[src/rtl/grid_pixel_pipe.sv]
// grid_pixel_pipe: 3-stage playfield colour mapper with a frame-synchronous shadow grid.
// Define GRID_PIPE_FLASH_EN to build the timed row-clear flash animation.
`timescale 1ns/1ps
module grid_pixel_pipe #(
    parameter int COLS         = 10,
    parameter int ROWS         = 20,
    parameter int CELL_PX      = 24,
    parameter int ORIGIN_X     = 192,
    parameter int ORIGIN_Y     = 0,
    parameter int CELL_BITS    = 3,
    parameter int BORDER_PX    = 1,
    parameter int FLASH_FRAMES = 8
) (
    input  logic                           Clk,
    input  logic                           Reset_n,
    input  logic [9:0]                     DrawX,
    input  logic [9:0]                     DrawY,
    input  logic                           pixel_valid,
    input  logic                           frame_start,
    input  logic [COLS*ROWS*CELL_BITS-1:0] grid,
    input  logic [ROWS-1:0]                clear_rows,
    output logic [3:0]                     Red,
    output logic [3:0]                     Green,
    output logic [3:0]                     Blue,
    output logic                           rgb_valid,
    output logic                           flash_done
);

    localparam int CW = (COLS > 1) ? $clog2(COLS) : 1;
    localparam int RW = (ROWS > 1) ? $clog2(ROWS) : 1;
    localparam int OW = (CELL_PX > 1) ? $clog2(CELL_PX) : 1;
    localparam int GW = COLS * ROWS * CELL_BITS;
    localparam int IW = (GW > 1) ? $clog2(GW) : 1;

    // Stage 1: range check, cell index and intra-cell offset
    logic          in_grid1_d, in_grid1_q;
    logic [CW-1:0] col1_d, col1_q;
    logic [RW-1:0] row1_d, row1_q;
    logic [OW-1:0] offx1_d, offx1_q;
    logic [OW-1:0] offy1_d, offy1_q;
    logic          valid1_q;
    logic [9:0]    dx, dy;

    // Stage 2: cell code, border and flash decisions
    logic                 in_grid2_q;
    logic [CELL_BITS-1:0] code2_d, code2_q;
    logic                 border2_d, border2_q;
    logic                 flash_hit_d, flash2_q;
    logic                 valid2_q;
    logic [IW-1:0]        cell_base;

    // Stage 3: registered colour
    logic [11:0] rgb3_d, rgb3_q;
    logic        valid3_q;

    logic [GW-1:0] shadow_q;

    function automatic logic [11:0] palette(input logic [CELL_BITS-1:0] code);
        logic [11:0] rgb;
        if (32'(code) >= 32'd8) begin
            rgb = 12'h888;
        end else begin
            case (code[2:0])
                3'd0:    rgb = 12'h135;
                3'd1:    rgb = 12'hF70;
                3'd2:    rgb = 12'h0FF;
                3'd3:    rgb = 12'hFF0;
                3'd4:    rgb = 12'hA0F;
                3'd5:    rgb = 12'h0F0;
                3'd6:    rgb = 12'hF00;
                default: rgb = 12'h00F;
            endcase
        end
        return rgb;
    endfunction

    always_comb begin
        // NOTE: every combinational output gets a default first so no path can infer a latch.
        in_grid1_d = 1'b0;
        dx         = DrawX - 10'(ORIGIN_X);
        dy         = DrawY - 10'(ORIGIN_Y);
        col1_d     = CW'(dx / 10'(CELL_PX));
        row1_d     = RW'(dy / 10'(CELL_PX));
        offx1_d    = OW'(dx % 10'(CELL_PX));
        offy1_d    = OW'(dy % 10'(CELL_PX));
        // Indices are only trusted when in_grid is set, so underflowed subtractions are harmless.
        if (int'(DrawX) >= ORIGIN_X && int'(DrawX) < ORIGIN_X + COLS * CELL_PX &&
            int'(DrawY) >= ORIGIN_Y && int'(DrawY) < ORIGIN_Y + ROWS * CELL_PX) begin
            in_grid1_d = 1'b1;
        end
    end

    always_comb begin
        code2_d   = '0;
        cell_base = IW'((int'(row1_q) * COLS + int'(col1_q)) * CELL_BITS);
        if (in_grid1_q) begin
            code2_d = shadow_q[cell_base +: CELL_BITS];
        end
        border2_d = (int'(offx1_q) < BORDER_PX) || (int'(offx1_q) >= CELL_PX - BORDER_PX) ||
                    (int'(offy1_q) < BORDER_PX) || (int'(offy1_q) >= CELL_PX - BORDER_PX);
    end

    always_comb begin
        rgb3_d = 12'h000;
        if (valid2_q && in_grid2_q) begin
            if (border2_q || flash2_q) begin
                rgb3_d = 12'hFFF;
            end else begin
                rgb3_d = palette(code2_q);
            end
        end
    end

    // NOTE: the shadow grid is built from flops, not RAM, so it is cleared by reset like any other state.
    always_ff @(posedge Clk or negedge Reset_n) begin
        if (!Reset_n) begin
            shadow_q <= '0;
        end else if (frame_start) begin
            shadow_q <= grid;
        end
    end

    always_ff @(posedge Clk or negedge Reset_n) begin
        if (!Reset_n) begin
            in_grid1_q <= 1'b0;
            col1_q     <= '0;
            row1_q     <= '0;
            offx1_q    <= '0;
            offy1_q    <= '0;
            valid1_q   <= 1'b0;
            in_grid2_q <= 1'b0;
            code2_q    <= '0;
            border2_q  <= 1'b0;
            flash2_q   <= 1'b0;
            valid2_q   <= 1'b0;
            rgb3_q     <= 12'h000;
            valid3_q   <= 1'b0;
        end else begin
            in_grid1_q <= in_grid1_d;
            col1_q     <= col1_d;
            row1_q     <= row1_d;
            offx1_q    <= offx1_d;
            offy1_q    <= offy1_d;
            valid1_q   <= pixel_valid;
            in_grid2_q <= in_grid1_q;
            code2_q    <= code2_d;
            border2_q  <= border2_d;
            flash2_q   <= flash_hit_d;
            valid2_q   <= valid1_q;
            rgb3_q     <= rgb3_d;
            valid3_q   <= valid2_q;
        end
    end

`ifdef GRID_PIPE_FLASH_EN
    localparam int CNT_W = ($clog2(FLASH_FRAMES) < 2) ? 2 : $clog2(FLASH_FRAMES);

    typedef enum logic {IDLE, FLASH} state_t;

    state_t           state_q;
    logic [CNT_W-1:0] cnt_q;
    logic [ROWS-1:0]  mask_q;
    logic             flash_done_q;

    // Counts frames since the request; the exit frame_start never re-arms in the same cycle.
    always_ff @(posedge Clk or negedge Reset_n) begin
        if (!Reset_n) begin
            state_q      <= IDLE;
            cnt_q        <= '0;
            mask_q       <= '0;
            flash_done_q <= 1'b0;
        end else begin
            flash_done_q <= 1'b0;
            if (frame_start) begin
                case (state_q)
                    IDLE: begin
                        if (clear_rows != '0) begin
                            mask_q  <= clear_rows;
                            cnt_q   <= '0;
                            state_q <= FLASH;
                        end
                    end
                    FLASH: begin
                        if (cnt_q == CNT_W'(FLASH_FRAMES - 1)) begin
                            flash_done_q <= 1'b1;
                            mask_q       <= '0;
                            cnt_q        <= '0;
                            state_q      <= IDLE;
                        end else begin
                            cnt_q <= cnt_q + CNT_W'(1);
                        end
                    end
                endcase
            end
        end
    end

    assign flash_hit_d = in_grid1_q && (state_q == FLASH) && cnt_q[1] && mask_q[row1_q];
    assign flash_done  = flash_done_q;
`else
    localparam int UNUSED_FLASH_FRAMES = FLASH_FRAMES;
    logic unused_clear_rows;

    assign unused_clear_rows = ^clear_rows;
    assign flash_hit_d       = 1'b0;
    assign flash_done        = 1'b0;
`endif

    assign Red       = rgb3_q[11:8];
    assign Green     = rgb3_q[7:4];
    assign Blue      = rgb3_q[3:0];
    assign rgb_valid = valid3_q;

endmodule
[config.mk]
export PLATFORM = sky130hd
export DESIGN_NAME = grid_pixel_pipe
export DESIGN_NICKNAME = d
export VERILOG_FILES = /design/src/rtl/grid_pixel_pipe.sv
export SDC_FILE = /design/constraint.sdc
export NUM_CORES = 2
export LEC_CHECK = 0
export ABC_AREA = 1
export ABC_CLOCK_PERIOD_IN_PS = 6700
export BUFFER_PORTS_ARGS = -buffer_cell sky130_fd_sc_hd__buf_4
export CORE_MARGIN = 8
export CORE_UTILIZATION = 45
export CTS_CLUSTER_DIAMETER = 80
export DETAILED_ROUTE_END_ITERATION = 8
export PLACE_DENSITY_LB_ADDON = 0.05
export SLEW_MARGIN = 20
export SYNTH_ARGS = -nofsm -noshare
export SYNTH_HDL_FRONTEND = slang
export SYNTH_SLANG_ARGS = --single-unit
[constraint.sdc]
create_clock -name Clk -period 6.7 [get_ports Clk]
set_input_delay 0.67 -clock Clk [delete_from_list [all_inputs] [get_ports Clk]]
set_output_delay 0.67 -clock Clk [all_outputs]
set_load 0.005 [all_outputs]
After elaboration in Yosys (flattened, before gate mapping)
Index checks and enable logic that the tools add are counted.
W data, S select, Z words.
Word-level totals
  register bits after elaboration: 640
Cells by class
  div/mod/pow operators: 4
  order comparisons: 7
  reduce and logical (&&, ||, !) cells: 7
  multiplexer cells: 5
  multiply operators: 2
  eq/ne operators: 6
  shifts and indexed selects: 1
  add/subtract/negate cells: 2
Operators by type and width (number)
  $shiftx A600 B11 Y3: 1
  $pmux W12 S7: 1
  $mux W12: 2
  $div A10 B5 Y10 const B: 2
  $lt A10 B9 Y1 const B: 2
  $mod A10 B5 Y10 const B: 2
  $add A9 B4 Y10: 1
  $ge A10 B8 Y1 const B: 1
  $ge A5 B5 Y1 const B: 2
  $lt A5 B1 Y1 const B: 2
  $mul A10 B2 Y10 const B: 1
  $sub A10 B8 Y10 const B: 1
  $eq A3 B3 Y1 const B: 3
  $mul A5 B3 Y8 const B: 1
  $eq A3 B2 Y1 const B: 2
  $eq A3 B1 Y1 const B: 1
  $logic_and A1 B1 Y1: 3
  $logic_not A3 Y1: 1
  $logic_or A1 B1 Y1: 3
  $mux W3: 1
  $mux W1: 1

Logic depth before layout (Yosys ltp)
  word-level depth: 5
  depth in mapped cells: 20
  depth with buffers taken out: 20

Worst setup path before layout
No wires, ideal clock.
  path type: reg-to-reg
  start: register row1_q[1]
  end: register code2_q[1]
  library setup time: 0.063 ns
  path slack: 3.450 ns
  buffers on the path: 0
  arrival time: 3.187 ns
  clock period less this slack: 3.250 ns
  stages on the path, launching flop included: 21
  path through: dfrtp_1 > ha_1 > ha_1 > inv_1 > fa_1 > xnor2_1 > nand3b_1 > xor2_1 > inv_1 > ha_1 > nand2_1 > nor3_1 > nand2_1 > o211ai_1 > xnor2_1 > inv_1 > nor2_1 > nand2_1 > nand2_1 > nand3_1 > inv_1
On the way
  longest elaborated chain between the ends: 5
Ends and longest elaborated chain
  from (decl): line 38  | logic [RW-1:0] row1_d, row1_q;
  from (signal assigned): line 141  | row1_q <= row1_d;
  $mul A5 B3 Y8: line 95  | cell_base = IW'((int'(row1_q) * COLS + int'(col1_q)) * CELL_BITS);
  $add A9 B4 Y10: line 95
  $mul A10 B2 Y10: line 95
  $shiftx A600 B11 Y3: line 97  | code2_d = shadow_q[cell_base +: CELL_BITS];
  $mux W3: line 96  | if (in_grid1_q) begin
  named net code2_d[1]: line 46  | logic [CELL_BITS-1:0] code2_d, code2_q;
  to (signal assigned): line 146  | code2_q <= code2_d;
  to (decl): line 46
The timed path passes the listed nets, and every way through them passes these cells.
A chain may end at the register's enable or synchronous reset.

Worst setup path in the final report
  start: register row1_q[0]
  end: register code2_q[0]
The elaborated chain is that of the path after synthesis.

==> results.tsv <==
stage	metric	value	unit
outcome	status	completed	
critical_path	path_cells	ha_1, fa_1, fa_4, inv_8, buf_4, a21oi_1, o21ai_0, nand3_1, nand3_1, nand3_1, nand3_1, nand3_1, nand3_1, nand2_1, a21oi_1	
power_and_ir_drop	pwr_density_cell	578.5	mW/mm^2
clocking	ctsHoldBuffers	0	
synthesis	mappedNetlistArea	0.03867	sq mm
critical_path	cp.arrival	5.48	ns
clocking	tritoncts	done	
sta	fin_crit	5.010	ns
floorplan	core_area	0.08515	sq mm
sta	fmax	0.1996	GHz
critical_path	cp_slowest_cell	fa_4	
synthesis	synth_seq_cells	636	
global_route	antenna_found_initial	12	
critical_path	r2r_slack	1.69	ns
global_route	grt_pass1_wl	208.1	mm
sta	final.period_utilization	74.78	%
synthesis	synth_top_area_cell	dfrtp_1	
critical_path	crit_path_frequent_cell	nand3_1	
synthesis	yosysTopAreaCellShare	41.15	%
placement	portBuffers	636	
critical_path	cp_top_family	adder cells	
routing	drc_errors	0	
clocking	clkTransAtPathRegs	0.06	ns
global_route	grt-ovfl-total	0	
finish	layout.cells.non_filler	6812	
synthesis	syn_nets	5960	
sta	finalSetupViolations	0	
synthesis	synth_cell_types	40	
clocking	htreeDepth	3	
sta	hold-worst-slack	0.1192	ns
finish	nNetsFinal	6269	
floorplan	rows	107	
synthesis	synth-edff-count	0	
critical_path	reg2reg_depth	15	
synthesis	ys_top_cells_by_area	dfrtp_1, o21ai_0, nand2_1	
clocking	cts_buffers	76	
sta	relSlewSlack	25.83	%
routing	vias_per_cell	5.550	
synthesis	synth_flop_cell	dfrtp_1	
clocking	cts_sinks	636	
floorplan	start_util	45.42	%
min_path	min_path_type	primary input to asynchronous set/reset pin	
routing	initialDrtViolationCount	3368	
synthesis	ys_seq_area_share	41.15	%
critical_path	path_buf_inv	2	
global_route	grt.total_usage	27.40	%
power_and_ir_drop	p_leak	21.60	nW
placement	gp_congestion	0.8413	
synthesis	syn_inst	5292	
clocking	insertion_delay	0.63	ns
routing	first_pass_iters	6	
global_route	use_met1	36.42	%
global_route	grt_start_max_net_pins	238	
floorplan	die-width	309.2	um
clocking	cts-root-buf	clkbuf_16	
synthesis	async_flop_share	100.0	%
finish	drive_above_1_share	17.19	%
finish	final_util	54.34	%
critical_path	r2r-end	code2_q[0]	
routing	num_vias	37810	
sta	slew_viol_final	0	
critical_path	regToRegStartpoint	row1_q[0]	
critical_path	worst-setup-path-type	flop to flop	
clocking	cts_resized	0	
sta	tightest_slew	1.113	ns
global_route	grtUsageMet3	5.517	%
routing	wirelength	135.8	mm
placement	dp_cells	6667	
clocking	cts_setup_buffers	0	
sta	fin_worst_skew	0.01967	ns
floorplan	die_area	0.09558	sq mm
critical_path	required	7.17	ns
sta	rsz0062_at_grt	false	
global_route	grt.busiest_layer	met2	
routing	postRouteAntennaNets	0	
synthesis	yosysWarnings	0	
finish	area_delta_synth_final	19.64	%
routing	wl_per_cell	19.93	um
critical_path	startpoint_type	flop	
global_route	first_global_vias	36060	
global_route	grt.met2_usage	44.19	%
sta	fin_tns_setup	0	ns
floorplan	pin_count	658	
power_and_ir_drop	peakVddDrop	1.205	mV
floorplan	die_h	309.2	um
sta	finalHoldViolCount	0	
placement	dp_hpwl	93.59	mm
critical_path	critical_path.max_stage_delay	1.26	ns
clocking	cts_buffer_depth	3	
critical_path	end_kind	flop	
job	max_cap_viol_count	0	
synthesis	avgSynthCellArea	7.308	sq um
critical_path	path_max_fanout	139	
flip-flops by register name, indices dropped and copies added (netlist names):
name	count
rgb_valid	1
border2_q	1
rgb3_q	8
row1_q	5
col1_q	4
valid2_q	1
offy1_q	5
shadow_q	600
in_grid1_q	1
valid1_q	1
offx1_q	5
code2_q	3
in_grid2_q	1
kinds of logic (layout without fill, tap and decap cells):
logic type	after synthesis	after routing	synth area share [%]
other cells	1	9	0.009697
xor+xnor	14	14	0.4239
buf+inv	947	1315	9.949
flops	636	636	41.15
mux	153	153	4.455
compound gates	1737	1737	23.92
fa+ha+maj	24	24	0.8347
simple gates	1780	1780	19.26
where the power goes:
group / switching [mW] / total, mW / internal, mW
logic: 12.4 / 17.9 / 5.42
clock network: 1.71 / 4.47 / 2.77
registers: 0.224 / 4.43 / 4.20
how the worst max path moves through the flow:
| stage | start | to | slack, ns | cells after the start |
|---|---|---|---|---|
| global route | row1_q[0] | code2_q[1] | 1.54 | 15 |
| CTS | row1_q[0] | code2_q[1] | 1.86 | 15 |
| finish | row1_q[0] | code2_q[0] | 1.69 | 15 |
| global placement | row1_q[0] | code2_q[1] | 1.91 | 15 |
| floorplan | row1_q[1] | code2_q[1] | 3.45 | 20 |
| detailed placement | row1_q[0] | code2_q[1] | 1.88 | 15 |
metrics by stage:
stage | cell area [sq um] | worst slack, ns | power [mW]
5_1_grt | 46260 | 1.538 | 28.75
3_5_place_dp | 43560 | 1.882 | 22.15
4_1_cts | 46250 | 1.861 | 26.72
3_3_place_gp | 43560 | 1.907 | 22.08
2_1_floorplan | 38670 | 3.450 | 16.46
6_report | 46270 | 1.690 | 26.77
layer usage:
layer | up-vias | routed length [um]
met5 | - | 57
met4 | 8 | 4935
met3 | 215 | 10230
met2 | 1307 | 63300
met1 | 17830 | 57260
li1 | 18450 | -
cell type report:
cell class / instances / area [sq um]
antenna: 8 / 20.02
clock buffer: 112 / 2313
clock inverter: 25 / 377.9
fill: 8378 / 38880
inverter: 502 / 1909
multi-input combinational: 3709 / 18970
sequential: 636 / 15920
tap: 1144 / 1431
timing repair buffer: 676 / 5328
cells in the mapped netlist (2+ instances only):
cell type	instances
nand2_1	1129
o21ai_0	1084
dfrtp_1	636
nand3_1	585
inv_1	496
a21oi_1	367
clkbuf_1	248
o211ai_1	180
mux2_2	153
buf_2	124
o21ai_1	79
nor2_1	53
buf_1	46
ha_1	21
buf_4	18
o221ai_1	16
buf_6	9
xor2_1	7
nand4_1	5
a31oi_1	4
inv_2	4
fa_1	3
xnor2_1	3
xor2_2	3
nor3_1	2
nor4_1	2
o21bai_2	2
placed cells by master, fill, tap and decap left out, types with 3 or more instances in the layout:
master and instances:
mux2_2 153, a21oi_1 367, o21ai_1 79, inv_1 494
nor2_1 53, dfrtp_1 635, clkinv_2 14, bufinv_16 10
xor2_4 4, nand3_1 585, buf_12 19, xnor2_1 3
clkbuf_16 81, o21ai_0 1084, clkbuf_1 14, a31oi_1 4
inv_8 3, inv_2 4, xor2_1 6, o221ai_1 16
nand2_1 1129, clkbuf_8 17, buf_4 655, ha_1 20
diode_2 8, o211ai_1 180, nand4_1 5
worst reg2reg max path: cells and delay by family, from the launching register on:
family          cells  cell delay (ns)
fa+ha+maj           3             1.98
compound gates      3             0.38
simple gates        7             0.87
flops               1             0.38
buf+inv             2             1.24
(Power assumes the default switching activity.)
